`src/rtl/id_ex_alu_ctrl.sv`:
```
// rtl/id_ex_alu_ctrl.sv - RV32 subset main decode and ID/EX register feeding the ALU control unit
//
// Decodes opcode/funct3/funct7 of the ID instruction into a two-bit AluOp, a
// MIPS-style 6-bit funct and datapath control bits, then registers them into
// the ID/EX boundary. Detects load-use hazards (bubble insertion), honours
// flush and downstream stall, and counts illegal instructions.
//
// Ports:
//   clk, rst_n            rising-edge clock, asynchronous active-low reset
//   id_valid, id_instr    instruction presented by the ID stage
//   ex_stall              hold ID/EX contents
//   flush                 replace ID/EX contents with a bubble
//   hazard_stall          combinational load-use stall request to IF/ID
//   ex_valid              ID/EX holds a valid instruction
//   ex_aluop, ex_fun6     fields for the ALU control unit
//   ex_alusrc .. ex_branch datapath control bits
//   ex_rd, ex_rs1, ex_rs2 register indices (zeroed when unused)
//   illegal               one-cycle pulse when an illegal instruction reaches EX
//   illegal_count         saturating count of illegal instructions
module id_ex_alu_ctrl #(
    parameter int          CNT_W       = 8,
    parameter logic [5:0]  FUN_DEFAULT = 6'h20
) (
    input  logic             clk,
    input  logic             rst_n,
    input  logic             id_valid,
    input  logic [31:0]      id_instr,
    input  logic             ex_stall,
    input  logic             flush,
    output logic             hazard_stall,
    output logic             ex_valid,
    output logic [1:0]       ex_aluop,
    output logic [5:0]       ex_fun6,
    output logic             ex_alusrc,
    output logic             ex_memread,
    output logic             ex_memwrite,
    output logic             ex_regwrite,
    output logic             ex_memtoreg,
    output logic             ex_branch,
    output logic [4:0]       ex_rd,
    output logic [4:0]       ex_rs1,
    output logic [4:0]       ex_rs2,
    output logic             illegal,
    output logic [CNT_W-1:0] illegal_count
);

    localparam logic [6:0] OP_R    = 7'b0110011;
    localparam logic [6:0] OP_IMM  = 7'b0010011;
    localparam logic [6:0] OP_LOAD = 7'b0000011;
    localparam logic [6:0] OP_STORE= 7'b0100011;
    localparam logic [6:0] OP_BR   = 7'b1100011;

    logic [6:0] opcode;
    logic [2:0] funct3;
    logic [6:0] funct7;

    assign opcode = id_instr[6:0];
    assign funct3 = id_instr[14:12];
    assign funct7 = id_instr[31:25];

    logic       d_illegal;
    logic [1:0] d_aluop;
    logic [5:0] d_fun6;
    logic       d_alusrc, d_memread, d_memwrite, d_regwrite, d_memtoreg, d_branch;
    logic       use_rd, use_rs1, use_rs2;
    logic [4:0] d_rd, d_rs1, d_rs2;

    always_comb begin
        d_illegal  = 1'b1;
        d_aluop    = 2'b00;
        d_fun6     = FUN_DEFAULT;
        d_alusrc   = 1'b0;
        d_memread  = 1'b0;
        d_memwrite = 1'b0;
        d_regwrite = 1'b0;
        d_memtoreg = 1'b0;
        d_branch   = 1'b0;
        use_rd     = 1'b0;
        use_rs1    = 1'b0;
        use_rs2    = 1'b0;
        unique case (opcode)
            OP_R: begin
                d_illegal  = 1'b0;
                d_aluop    = 2'b10;
                d_regwrite = 1'b1;
                use_rd     = 1'b1;
                use_rs1    = 1'b1;
                use_rs2    = 1'b1;
                case ({funct7, funct3})
                    10'b0000000_000: d_fun6 = 6'h20;
                    10'b0100000_000: d_fun6 = 6'h22;
                    10'b0000000_111: d_fun6 = 6'h24;
                    10'b0000000_110: d_fun6 = 6'h25;
                    10'b0000000_010: d_fun6 = 6'h2A;
                    default:         d_illegal = 1'b1;
                endcase
            end
            OP_IMM: begin
                d_illegal  = (funct3 != 3'b000);
                d_alusrc   = 1'b1;
                d_regwrite = 1'b1;
                use_rd     = 1'b1;
                use_rs1    = 1'b1;
            end
            OP_LOAD: begin
                d_illegal  = (funct3 != 3'b010);
                d_alusrc   = 1'b1;
                d_memread  = 1'b1;
                d_regwrite = 1'b1;
                d_memtoreg = 1'b1;
                use_rd     = 1'b1;
                use_rs1    = 1'b1;
            end
            OP_STORE: begin
                d_illegal  = (funct3 != 3'b010);
                d_alusrc   = 1'b1;
                d_memwrite = 1'b1;
                use_rs1    = 1'b1;
                use_rs2    = 1'b1;
            end
            OP_BR: begin
                d_illegal  = (funct3 != 3'b000);
                d_aluop    = 2'b01;
                d_branch   = 1'b1;
                use_rs1    = 1'b1;
                use_rs2    = 1'b1;
            end
            default: ;
        endcase
        // An illegal encoding uses no registers and drives no control, so it
        // can never raise a spurious load-use stall.
        if (d_illegal) begin
            d_aluop    = 2'b00;
            d_alusrc   = 1'b0;
            d_memread  = 1'b0;
            d_memwrite = 1'b0;
            d_regwrite = 1'b0;
            d_memtoreg = 1'b0;
            d_branch   = 1'b0;
            use_rd     = 1'b0;
            use_rs1    = 1'b0;
            use_rs2    = 1'b0;
        end
    end

    assign d_rd  = use_rd  ? id_instr[11:7]  : 5'd0;
    assign d_rs1 = use_rs1 ? id_instr[19:15] : 5'd0;
    assign d_rs2 = use_rs2 ? id_instr[24:20] : 5'd0;

    // Zero-forced indices mean an unused field never matches a nonzero ex_rd.
    assign hazard_stall = ex_valid & ex_memread & (ex_rd != 5'd0) & id_valid &
                          ((ex_rd == d_rs1) | (ex_rd == d_rs2));

    logic load_decoded;
    assign load_decoded = id_valid & ~d_illegal;

    always_ff @(posedge clk or negedge rst_n) begin
        if (!rst_n) begin
            ex_valid      <= 1'b0;
            ex_aluop      <= 2'b00;
            ex_fun6       <= 6'd0;
            ex_alusrc     <= 1'b0;
            ex_memread    <= 1'b0;
            ex_memwrite   <= 1'b0;
            ex_regwrite   <= 1'b0;
            ex_memtoreg   <= 1'b0;
            ex_branch     <= 1'b0;
            ex_rd         <= 5'd0;
            ex_rs1        <= 5'd0;
            ex_rs2        <= 5'd0;
            illegal       <= 1'b0;
            illegal_count <= '0;
        end else if (ex_stall && !flush) begin
            illegal <= 1'b0;
        end else begin
            // Flush, hazard bubble, idle ID and illegal decode all load a
            // bubble; only a legal valid instruction with no stall loads.
            if (!flush && !hazard_stall && load_decoded) begin
                ex_valid    <= 1'b1;
                ex_aluop    <= d_aluop;
                ex_fun6     <= d_fun6;
                ex_alusrc   <= d_alusrc;
                ex_memread  <= d_memread;
                ex_memwrite <= d_memwrite;
                ex_regwrite <= d_regwrite;
                ex_memtoreg <= d_memtoreg;
                ex_branch   <= d_branch;
                ex_rd       <= d_rd;
                ex_rs1      <= d_rs1;
                ex_rs2      <= d_rs2;
            end else begin
                ex_valid    <= 1'b0;
                ex_aluop    <= 2'b00;
                ex_fun6     <= 6'd0;
                ex_alusrc   <= 1'b0;
                ex_memread  <= 1'b0;
                ex_memwrite <= 1'b0;
                ex_regwrite <= 1'b0;
                ex_memtoreg <= 1'b0;
                ex_branch   <= 1'b0;
                ex_rd       <= 5'd0;
                ex_rs1      <= 5'd0;
                ex_rs2      <= 5'd0;
            end
            if (!flush && !hazard_stall && id_valid && d_illegal) begin
                illegal <= 1'b1;
                if (illegal_count != {CNT_W{1'b1}})
                    illegal_count <= illegal_count + 1'b1;
            end else begin
                illegal <= 1'b0;
            end
        end
    end

endmodule

```
`config.mk`:
```
export PLATFORM = sky130hd
export DESIGN_NAME = id_ex_alu_ctrl
export DESIGN_NICKNAME = d
export VERILOG_FILES = /design/src/rtl/id_ex_alu_ctrl.sv
export SDC_FILE = /design/constraint.sdc
export NUM_CORES = 1
export LEC_CHECK = 0
export BUFFER_PORTS_ARGS = -buffer_cell sky130_fd_sc_hd__clkbuf_2
export CORE_UTILIZATION = 53
export DETAILED_ROUTE_END_ITERATION = 8
export PLACE_DENSITY = 0.95
export SYNTH_ARGS = -nofsm -noshare
export SYNTH_HDL_FRONTEND = slang
export SYNTH_SLANG_ARGS = --single-unit
export TNS_END_PERCENT = 30
```
`constraint.sdc`:
```
create_clock -name clk -period 5.85 [get_ports clk]
set_input_delay 0.2925 -clock clk [delete_from_list [all_inputs] [get_ports clk]]
set_output_delay 0.2925 -clock clk [all_outputs]
set_load 0.02 [all_outputs]
```
==> results of run 1 <==
metrics by stage:
step	hold slack, ns	instances
3_5_place_dp	0.450	333
6_report	0.104	341
3_3_place_gp	0.432	333
4_1_cts	0.138	341
5_1_grt	0.185	341
2_1_floorplan	-0.00309	221
per-layer routing:
layer / part of all wire [%] / wire length (um)
met1: 40 / 2060
met2: 50 / 2570
met3: 6.9 / 356
met4: 3.5 / 181
met5: 0 / 0
state kept, by name, summed over array words and instances (netlist names):
register	count
ex_fun6	5
ex_aluop	2
ex_memwrite	1
ex_alusrc	1
ex_regwrite	1
ex_memtoreg	1
ex_branch	1
ex_rd	5
illegal_count	8
ex_rs2	5
illegal	1
ex_rs1	5
cell type report:
| cell class | count | area, um2 |
|---|---|---|
| clock buffer | 6 | 82.6 |
| clock inverter | 2 | 10.0 |
| fill | 292 | 1150 |
| inverter | 7 | 26.3 |
| multi-input combinational | 164 | 1080 |
| sequential | 36 | 901 |
| tap | 48 | 60.1 |
| timing repair buffer | 78 | 398 |
power by group through the flow:
stage	sequential, uW	clock, uW	combinational [uW]
finish	286	181	105
global route	289	190	116
CTS	286	182	106
detailed placement	291	0	105
global placement	289	0	102
floorplan	309	0	39.6
kinds of logic after synthesis:
group / share of synthesized area [%]
xor gates and xnor gates: 6.27
AOI/OAI and AO/OA: 18.9
adders and majority gates: 0.597
other: 0.179
muxes: 0.537
and+or+nand+nor: 25.3
DFF: 43.0
buffers and inverters: 5.25
critical path, cell delays in order:
cell and delay, ns:
clkbuf_2 0.16, xnor2_1 0.21, nor3_2 0.07, nor3_1 0.69, or4_1 0.22, o2111ai_1 0.15, nor2_2 0.43, buf_4 0.37
o31ai_1 0.14
cells in the final DEF, fill, tap and decap left out, types with 3 or more instances in the layout:
| cell | synthesis | final |
|---|---|---|
| o31ai_1 | 10 | 10 |
| nand4_1 | 5 | 5 |
| nand2_1 | 44 | 44 |
| a31oi_1 | 4 | 4 |
| nor3_1 | 3 | 3 |
| inv_1 | 7 | 7 |
| o31ai_2 | 17 | 17 |
| xor2_1 | 5 | 5 |
| and3_1 | 3 | 3 |
| clkbuf_8 | 0 | 6 |
| clkbuf_2 | 0 | 75 |
| nor2_1 | 10 | 10 |
| or3_1 | 3 | 3 |
| dfrtp_1 | 36 | 36 |
| nor2b_1 | 4 | 4 |
| buf_4 | 3 | 3 |
| xnor2_1 | 10 | 10 |
| nand3_1 | 13 | 13 |
how the worst min path moves through the flow:
stage	cells past startpoint	slack, ns	from	to
floorplan	0	-0.003	rst_n	ex_aluop[0]$_DFFE_PN0N_
global placement	1	0.43	rst_n	ex_fun6[0]$_DFFE_PN0N_
detailed placement	1	0.45	rst_n	ex_fun6[0]$_DFFE_PN0N_
CTS	1	0.14	rst_n	ex_fun6[0]$_DFFE_PN0N_
global route	1	0.18	rst_n	ex_fun6[0]$_DFFE_PN0N_
finish	1	0.10	rst_n	ex_fun6[0]$_DFFE_PN0N_
==> results.tsv, run 1 <==
stage	metric	value	unit
drt	drt_wl_total	5170	um
synth	syn_nets	259	
floorplan	die-area	4210	um2
clocking	cts_root_buf	clkbuf_8	
power	p_int	401	uW
synth	synth-main-ff-cell	dfrtp_1	
global_route	met3_usage	3.87	%
run	maxCapViolations	0	
power	switching_share	29.9	%
clocking	post_cts_buffers	0	
setup_path	crit_arrival	2.75	ns
floorplan	initial_core_util	56.4	%
drt	drt_iter0_markers	96	
floorplan	num_io_pins	77	
setup_path	path_max_fanout	19	
power	power_per_cell_area	223	nW/um2
synth	synth_seq_cells	36	
timing	slew_headroom	42.6	%
setup_path	cp-end-kind	flip-flop	
global_route	met1_usage	30.8	%
synth	synth_edf_count	0	
layout	syn_to_final_growth	22.3	%
layout	post-route-util	69.0	%
timing	worst_slew_pin_slew	0.854	ns
synth	yosysWarningCount	0	
synth	ys_seq_area_share	43.0	%
synth	async_flop_share	100	%
power	p_leak	0.00123	uW
clocking	clk_pin_slew_worst_paths	0.07	ns
floorplan	rows	22	
floorplan	dieWidth	64.9	um
timing	fin_worst_skew	0.00254	ns
placed_design	placed_cell_area	2470	um2
outcome	outcome	completed	
power	p_sw	171	uW
power	peakVddDrop	101	uV
layout	drive_gt1_share	38.6	%
timing	setup_slack	3.26	ns
placed_design	port_buffers	75	
setup_path	regToRegSetupSlack	3.35	ns
hold_path	worstHoldPathType	in -> async	
synth	ys_top_cells_by_count	nand2_1, dfrtp_1, o31ai_2, nand3_1	
layout	n_antenna_cell	0	
placed_design	gp_congestion	0.918	
synth	syn_area_per_cell	9.48	um2
clocking	clock-sinks	36	
setup_path	crit_start	id_instr[4]	
clocking	cts_buffers	5	
global_route	grt_pass1_wl	8360	um
synth	yosysUniqueCellTypes	47	
drt	dr_total_vias	1951	
layout	num-nets-final	330	
global_route	gr-total-overflow	0	
power	finalPower	572	uW
timing	timing.final.crit_share	44.3	%
drt	dr.pass1.iters	5	
timing	tns	0	ns
power	pwr-share-seq	50.1	%
synth	netlist_instances	221	
global_route	grt_max_degree	37	
clocking	cts_resized	0	
timing	timing.fmax	0.386	GHz
setup_path	rr_worst_depth	7	
synth	synth.most_common_cell	nand2_1	
setup_path	cp-start-kind	primary input	
timing	rsz0062_at_grt	false	
global_route	grt_usage	26.4	%
timing	maxSlewViolCount	0	
clocking	clk_path_buf_depth	2	
setup_path	crit_end	ex_fun6[2]$_DFFE_PN0N_	
synth	yosysTopAreaCell	dfrtp_1	
placed_design	place_ws	3.00	ns
power	clockPowerShare	31.6	%
placed_design	dp_hpwl	3940	um
drt	wire_per_inst	15.1	um
synth	synthTopCellsByArea	dfrtp_1, o31ai_2, nand2_1	
clocking	htree_levels	2	
setup_path	r2r-start	ex_rd[1]$_DFFE_PN0N_	
timing	fin_crit	2.59	ns
power	p_comb_share	18.3	%
global_route	use_met2	44.8	%
timing	finalHoldViolations	0	
layout	fin_area	2560	um2
drt	drtAntennaViolNets	0	
clocking	postCtsHoldBufs	0	
clocking	clk_latency	0.29	ns
clocking	tritoncts	done	
setup_path	r2r_end	ex_fun6[2]$_DFFE_PN0N_	
global_route	busiest_layer	met2	
drt	vias_per_cell	5.72	
floorplan	core	3720	um2
timing	setup_viol	0	
drt	drc	0	
global_route	antenna_found_initial	0	
floorplan	die_y	64.9	um
setup_path	cp_data_required_time	6.01	ns
global_route	grt_pass1_vias	1905	
synth	synth_top_area_share	43.0	%
synth	mappedNetlistArea	2100	um2
setup_path	critPathKind	in -> reg	
Note: power is estimated with default switching activity, not from simulation.
==> inputs of run 2 (changes only) <==
--- a/config.mk
+++ b/config.mk
@@ -6,9 +6,9 @@
 export NUM_CORES = 1
 export LEC_CHECK = 0
 export BUFFER_PORTS_ARGS = -buffer_cell sky130_fd_sc_hd__clkbuf_2
-export CORE_UTILIZATION = 53
+export CORE_UTILIZATION = 49
 export DETAILED_ROUTE_END_ITERATION = 8
-export PLACE_DENSITY = 0.95
+export PLACE_DENSITY = 0.91
 export SYNTH_ARGS = -nofsm -noshare
 export SYNTH_HDL_FRONTEND = slang
 export SYNTH_SLANG_ARGS = --single-unit
==> constraint.sdc (replaced) <==
create_clock -name clk -period 2.65 [get_ports clk]
set_input_delay 0.1325 -clock clk [delete_from_list [all_inputs] [get_ports clk]]
set_output_delay 0.1325 -clock clk [all_outputs]
set_load 0.02 [all_outputs]
==> results.tsv, run 2 (synthesis gave the netlist of run 1 again) <==
stage	metric	value	unit	change
setup_path	rr_worst_depth	7		unchanged
layout	top_register	illegal_count		
timing	setup_viol	0		unchanged
power	p_sw	384	uW	+120%
timing	rsz0062_at_grt	false		
setup_path	crit_arrival	2.51	ns	-0.24 ns
timing	timing.fmax	0.425	GHz	
layout	largest_reg_flops	8		unchanged
setup_path	cp-start-kind	flip-flop		
drt	drt_iter0_markers	124		+29%
global_route	grt_pass1_wl	8000	um	-4.3%
layout	layout_commonest_cell	clkbuf_2		
timing	fin_crit	2.35	ns	
run	maxCapViolations	0		unchanged
drt	dr_total_vias	1971		+1.0%
placed_design	port_buffers	75		unchanged
timing	timing.final.crit_share	88.7	%	
layout	num-nets-final	338		+2.4%
clocking	clock-sinks	36		unchanged
setup_path	cp-end-kind	flip-flop		
layout	final_cell_mix	clkbuf_2, nand2_1, dfrtp_1, o31ai_2, nand3_1		
placed_design	dp_hpwl	3880	um	-1.4%
drt	drtAntennaViolNets	0		unchanged
setup_path	cp_data_required_time	2.81	ns	-3.20 ns
clocking	cts_buffers	5		unchanged
power	clockPowerShare	35.4	%	+3.8 points
power	finalPower	1340	uW	+130%
clocking	clk_latency	0.29	ns	about the same
timing	finalHoldViolations	0		unchanged
global_route	gr-total-overflow	0		unchanged
power	switching_share	28.6	%	-1.3 points
hold_path	hold_depth	3		
global_route	grt_usage	24.6	%	-1.8 points
power	p_int	960	uW	+140%
power	p_comb_share	17.4	%	-0.9 points
placed_design	dp_cells	342		+2.7%
global_route	grt_pass1_vias	1732		-9.1%
layout	drive_gt1_share	39.5	%	+0.97 points
setup_path	critPathKind	reg -> reg		
power	peakVddDrop	231	uV	+130%
clocking	htree_levels	2		unchanged
layout	syn_to_final_growth	26.7	%	
layout	seqCellArea	901	um2	unchanged
timing	slew_headroom	42.0	%	-0.64 points
global_route	antenna_found_initial	0		unchanged
clocking	tritoncts	done		
clocking	clk_path_buf_depth	2		unchanged
drt	drc	0		unchanged
setup_path	path_max_fanout	14		-5
floorplan	die-area	4540	um2	+7.9%
power	p_leak	0.00127	uW	+3.7%
timing	tns	0	ns	unchanged
global_route	grt_max_degree	37		unchanged
timing	worst_slew_pin_slew	0.870	ns	+0.0161 ns
drt	dr.pass1.iters	4		-1
drt	wire_per_inst	14.8	um	-2.3%
outcome	outcome	completed		
floorplan	rows	23		+4.5%
layout	final-instance-count-excl-fill	351		+2.9%
floorplan	die_y	67.4	um	+3.9%
floorplan	dieWidth	67.4	um	+3.9%
power	power_per_cell_area	506	nW/um2	+130%
floorplan	core	4060	um2	+9.2%
layout	multi_input_area	1080	um2	unchanged
clocking	cts_resized	0		unchanged
timing	maxSlewViolCount	0		unchanged
hold_path	worstHoldPathType	in -> reg		
power	pwr-share-seq	47.2	%	-2.9 points
drt	drt_wl_total	5190	um	+0.52%
floorplan	initial_core_util	51.6	%	-4.7 points
drt	vias_per_cell	5.62		-1.9%
layout	n_antenna_cell	0		unchanged
floorplan	num_io_pins	77		unchanged
clocking	clk_pin_slew_worst_paths	0.07	ns	about the same
layout	n_fill_cell	328		+12%
placed_design	gp_congestion	0.888		-3.3%
timing	fin_worst_skew	0.00385	ns	+0.00131 ns
clocking	cts_root_buf	clkbuf_8		
## run 2: cell types whose count changed in the layout (fill, tap and decap cells not counted)
| cell | before | now |
|---|---|---|
| buf_4 | 3 | 9 |
| buf_12 | 0 | 1 |
| bufinv_16 | 0 | 1 |
| clkbuf_1 | 0 | 1 |
| clkbuf_8 | 6 | 5 |
| clkinv_2 | 2 | 1 |
| dlygate4sd3_1 | 0 | 1 |
## run 2: worst max-delay path, cell delays in order, from the launching register on
cell and delay [ns]:
dfrtp_1 0.41, buf_4 0.17, or2_2 0.28, a31oi_1 0.18
o2111ai_1 0.18, nor2_2 0.65, buf_12 0.24, o31ai_1 0.10
## run 2: area by class of cell
class,instances,share of cell area (%)
Clock inverter,2,1.32
Sequential cell,36,33.9
Multi-Input combinational cell,164,40.9
Clock buffer,6,2.73
Tap cell,50,2.36
Timing Repair Buffer,86,17.8
Inverter,7,0.990
## run 2: power by group through the flow
stage               logic [uW]  clock network [uW]  registers, uW
floorplan                 87.5                   0            682
global placement           226                   0            639
detailed placement         235                   0            643
CTS                        237                 484            632
global route               262                 507            638
finish                     234                 476            634
## run 2: through the flow
stage / util (%) / area [um2] / setup slack (ns) / hold WS (ns)
5_1_grt: 65.4 / 2660 / 0.179 / 0.0862
3_5_place_dp: 62.5 / 2540 / 0.0830 / 0.287
4_1_cts: 65.4 / 2660 / 0.335 / 0.0842
6_report: 65.4 / 2660 / 0.300 / 0.0919
2_1_floorplan: - / 2100 / 0.589 / -0.163
3_3_place_gp: 62.5 / 2540 / 0.174 / 0.266
## run 2: timing repair
| action | CTS | global route |
|---|---|---|
| hold buffers | 1 | 0 |
| setup buffers | 0 | 0 |
| endpoints found under the hold margin | 36 | 0 |
## run 2: worst paths after layout
check | start | end | slack [ns]
max | ex_rd[2]$_DFFE_PN0N_ | ex_rs2[2]$_DFFE_PN0N_ | 0.30
max reg2reg | ex_rd[2]$_DFFE_PN0N_ | ex_rs2[2]$_DFFE_PN0N_ | 0.30
min in group asynchronous | rst_n | illegal_count[2]$_DFFE_PN0P_ | 0.50
max in group asynchronous | rst_n | ex_rs2[2]$_DFFE_PN0N_ | 1.61
min reg2reg | ex_fun6[2]$_DFFE_PN0N_ | ex_fun6[2]$_DFFE_PN0N_ | 0.48
min | id_instr[19] | ex_rs1[4]$_DFFE_PN0N_ | 0.09
## run 2: routing by layer
metal	global-route usage, %	wire (um)
met2	40.6	2590
met5	0	0
met3	4.73	288
met4	12.2	82
met1	30.4	2230
==> inputs of run 3 (changes only) <==
--- a/config.mk
+++ b/config.mk
@@ -6,6 +6,7 @@
 export NUM_CORES = 1
 export LEC_CHECK = 0
 export BUFFER_PORTS_ARGS = -buffer_cell sky130_fd_sc_hd__clkbuf_2
+export CORE_ASPECT_RATIO = 1.1
 export CORE_UTILIZATION = 49
 export DETAILED_ROUTE_END_ITERATION = 8
 export PLACE_DENSITY = 0.91
==> results.tsv, run 3 (synthesis gave the netlist of run 1 again) <==
stage	metric	value	unit	change
setup_path	critPathKind	reg -> reg		
run	maxCapViolations	0		unchanged
outcome	outcome	completed		
setup_path	rr_worst_depth	7		unchanged
layout	syn_to_final_growth	24.7	%	
timing	finalHoldViolations	0		unchanged
timing	rsz0062_at_grt	false		
setup_path	cp-end-kind	flip-flop		
clocking	clk_pin_slew_worst_paths	0.08	ns	about the same
layout	n_antenna_cell	0		unchanged
clocking	post_cts_buffers	0		unchanged
timing	timing.fmax	0.444	GHz	+4.5%
clocking	htree_levels	2		unchanged
drt	drc	0		unchanged
setup_path	path_cells	nor4bb_1 > a31oi_1 > nor4b_1 > o2111ai_1 > nor2_2 > buf_12 > o31ai_1		
hold_path	worstHoldPathType	in -> reg		
setup_path	max_stage_delay	0.50	ns	-0.15 ns
global_route	antenna_found_initial	0		unchanged
setup_path	crit_arrival	2.43	ns	-0.08 ns
timing	setup_slack	0.400	ns	+0.101 ns
power	power_per_cell_area	489	nW/um2	-3.3%
layout	final-instance-count-excl-fill	349		-0.57%
floorplan	num_io_pins	77		unchanged
setup_path	regToRegSetupSlack	0.40	ns	+0.10 ns
setup_path	cp-start-kind	flip-flop		
setup_path	path_max_fanout	19		+5
floorplan	dieWidth	64.4	um	-4.5%
floorplan	rows	24		+4.3%
global_route	grt_pass1_wl	8570	um	+7.1%
global_route	grt_max_degree	37		unchanged
setup_path	r2r_end	ex_fun6[2]$_DFFE_PN0N_		
placed_design	gp_congestion	0.835		-6.0%
drt	drt_wl_total	5100	um	-1.8%
floorplan	die-area	4540	um2	about the same
setup_path	crit_end	ex_fun6[2]$_DFFE_PN0N_		
floorplan	initial_core_util	52.1	%	+0.43 points
hold_path	hold_depth	3		unchanged
clocking	tritoncts	done		
power	p_leak	0.00124	uW	-2.3%
setup_path	crit_cells	7		unchanged
global_route	gr-total-overflow	0		unchanged
placed_design	dp_cells	340		-0.58%
layout	largest_reg_flops	8		unchanged
setup_path	cp_data_required_time	2.83	ns	+0.02 ns
timing	maxSlewViolCount	0		unchanged
power	finalPower	1280	uW	-4.8%
drt	dr.pass1.iters	4		unchanged
timing	timing.final.crit_share	84.9	%	-3.8 points
floorplan	core	4020	um2	-0.83%
layout	n_fill_cell	347		+5.8%
timing	setup_viol	0		unchanged
placed_design	place_ws	0.168	ns	+0.0846 ns
layout	num-nets-final	334		-1.2%
clocking	postCtsHoldBufs	1		unchanged
clocking	cts_buffers	5		unchanged
timing	slew_headroom	40.8	%	-1.2 points
placed_design	dp_hpwl	3820	um	-1.7%
clocking	clk_path_buf_depth	2		unchanged
layout	final_cell_mix	clkbuf_2, nand2_1, dfrtp_1, o31ai_2, nand3_1		
timing	fin_crit	2.25	ns	-0.101 ns
timing	tns	0	ns	unchanged
layout	seqCellArea	901	um2	unchanged
clocking	cts_resized	0		unchanged
layout	drive_gt1_share	38.7	%	-0.81 points
setup_path	crit_family	simple AND/OR/NAND/NOR gates		
power	peakVddDrop	329	uV	+43%
layout	layout_commonest_cell	clkbuf_2		
floorplan	die_y	70.6	um	+4.7%
placed_design	port_buffers	75		unchanged
drt	vias_per_cell	5.50		-2.1%
timing	worst_slew_pin_slew	0.888	ns	+0.0180 ns
drt	dr_total_vias	1918		-2.7%
clocking	clock-sinks	36		unchanged
timing	fin_worst_skew	0.0166	ns	+0.0127 ns
setup_path	slowest_stage	dfrtp_1		
global_route	grt_pass1_vias	1856		+7.2%
setup_path	r2r-start	ex_rd[2]$_DFFE_PN0N_		
drt	drt_iter0_markers	123		-0.81%
drt	drtAntennaViolNets	0		unchanged
setup_path	crit_start	ex_rd[2]$_DFFE_PN0N_		
setup_path	cp_num_buf_inv	1		-1
clocking	clk_latency	0.30	ns	about the same
layout	top_register	illegal_count		
global_route	grt_usage	24.4	%	-0.13 points
drt	wire_per_inst	14.6	um	-1.2%
layout	multi_input_area	1080	um2	unchanged
clocking	cts_root_buf	clkbuf_8		
run 3: cell count changes in the layout (fill, tap and decap cells not counted):
cell,delta
clkinvlp_4,+1
clkinv_2,-1
buf_4,-4
bufinv_16,-1
clkbuf_8,+1
run 3: routing by layer:
layer	up-vias	global-route usage (%)	part of all wire [%]
met5	-	0	0
met4	0	9.14	1.3
met3	6	5.65	4.7
met2	63	41.2	52
met1	914	30.4	42
li1	935	-	-
run 3: worst min path at each step:
| stage | startpoint | end | slack (ns) |
|---|---|---|---|
| after floorplan | rst_n | ex_aluop[0]$_DFFE_PN0N_ | -0.16 |
| after global placement | rst_n | ex_rs2[0]$_DFFE_PN0N_ | 0.28 |
| after detailed placement | rst_n | ex_rs1[0]$_DFFE_PN0N_ | 0.30 |
| after CTS | id_instr[7] | ex_rd[0]$_DFFE_PN0N_ | 0.06 |
| after global routing | id_instr[7] | ex_rd[0]$_DFFE_PN0N_ | 0.08 |
| final | id_instr[7] | ex_rd[0]$_DFFE_PN0N_ | 0.07 |
run 3: layout make-up:
| class | count | share of cell area [%] |
|---|---|---|
| flip-flops and latches | 36 | 34.5 |
| repair buffers | 82 | 16.9 |
| well taps | 52 | 2.49 |
| clock buffers | 7 | 3.30 |
| inverters | 7 | 1.01 |
| clock inverters | 1 | 0.287 |
| multi-input cells | 164 | 41.5 |
run 3: worst reg2reg max path, stage by stage (launching register included):
cell	delay (ns)
dfrtp_1	0.50
nor4bb_1	0.28
a31oi_1	0.08
nor4b_1	0.29
o2111ai_1	0.18
nor2_2	0.46
buf_12	0.24
o31ai_1	0.10
run 3: power breakdown:
| part | internal [uW] | switching [uW] |
|---|---|---|
| logic | 92.6 | 141 |
| clock network | 211 | 202 |
| registers | 587 | 46.0 |
run 3: stage by stage:
| stage | util (%) | hold WS (ns) | cell area (um2) |
|---|---|---|---|
| final | 65.0 | 0.0664 | 2610 |
| after CTS | 65.0 | 0.0643 | 2610 |
| after floorplan | - | -0.163 | 2100 |
| after global routing | 65.0 | 0.0758 | 2610 |
| after detailed placement | 62.4 | 0.301 | 2510 |
| after global placement | 62.4 | 0.277 | 2510 |
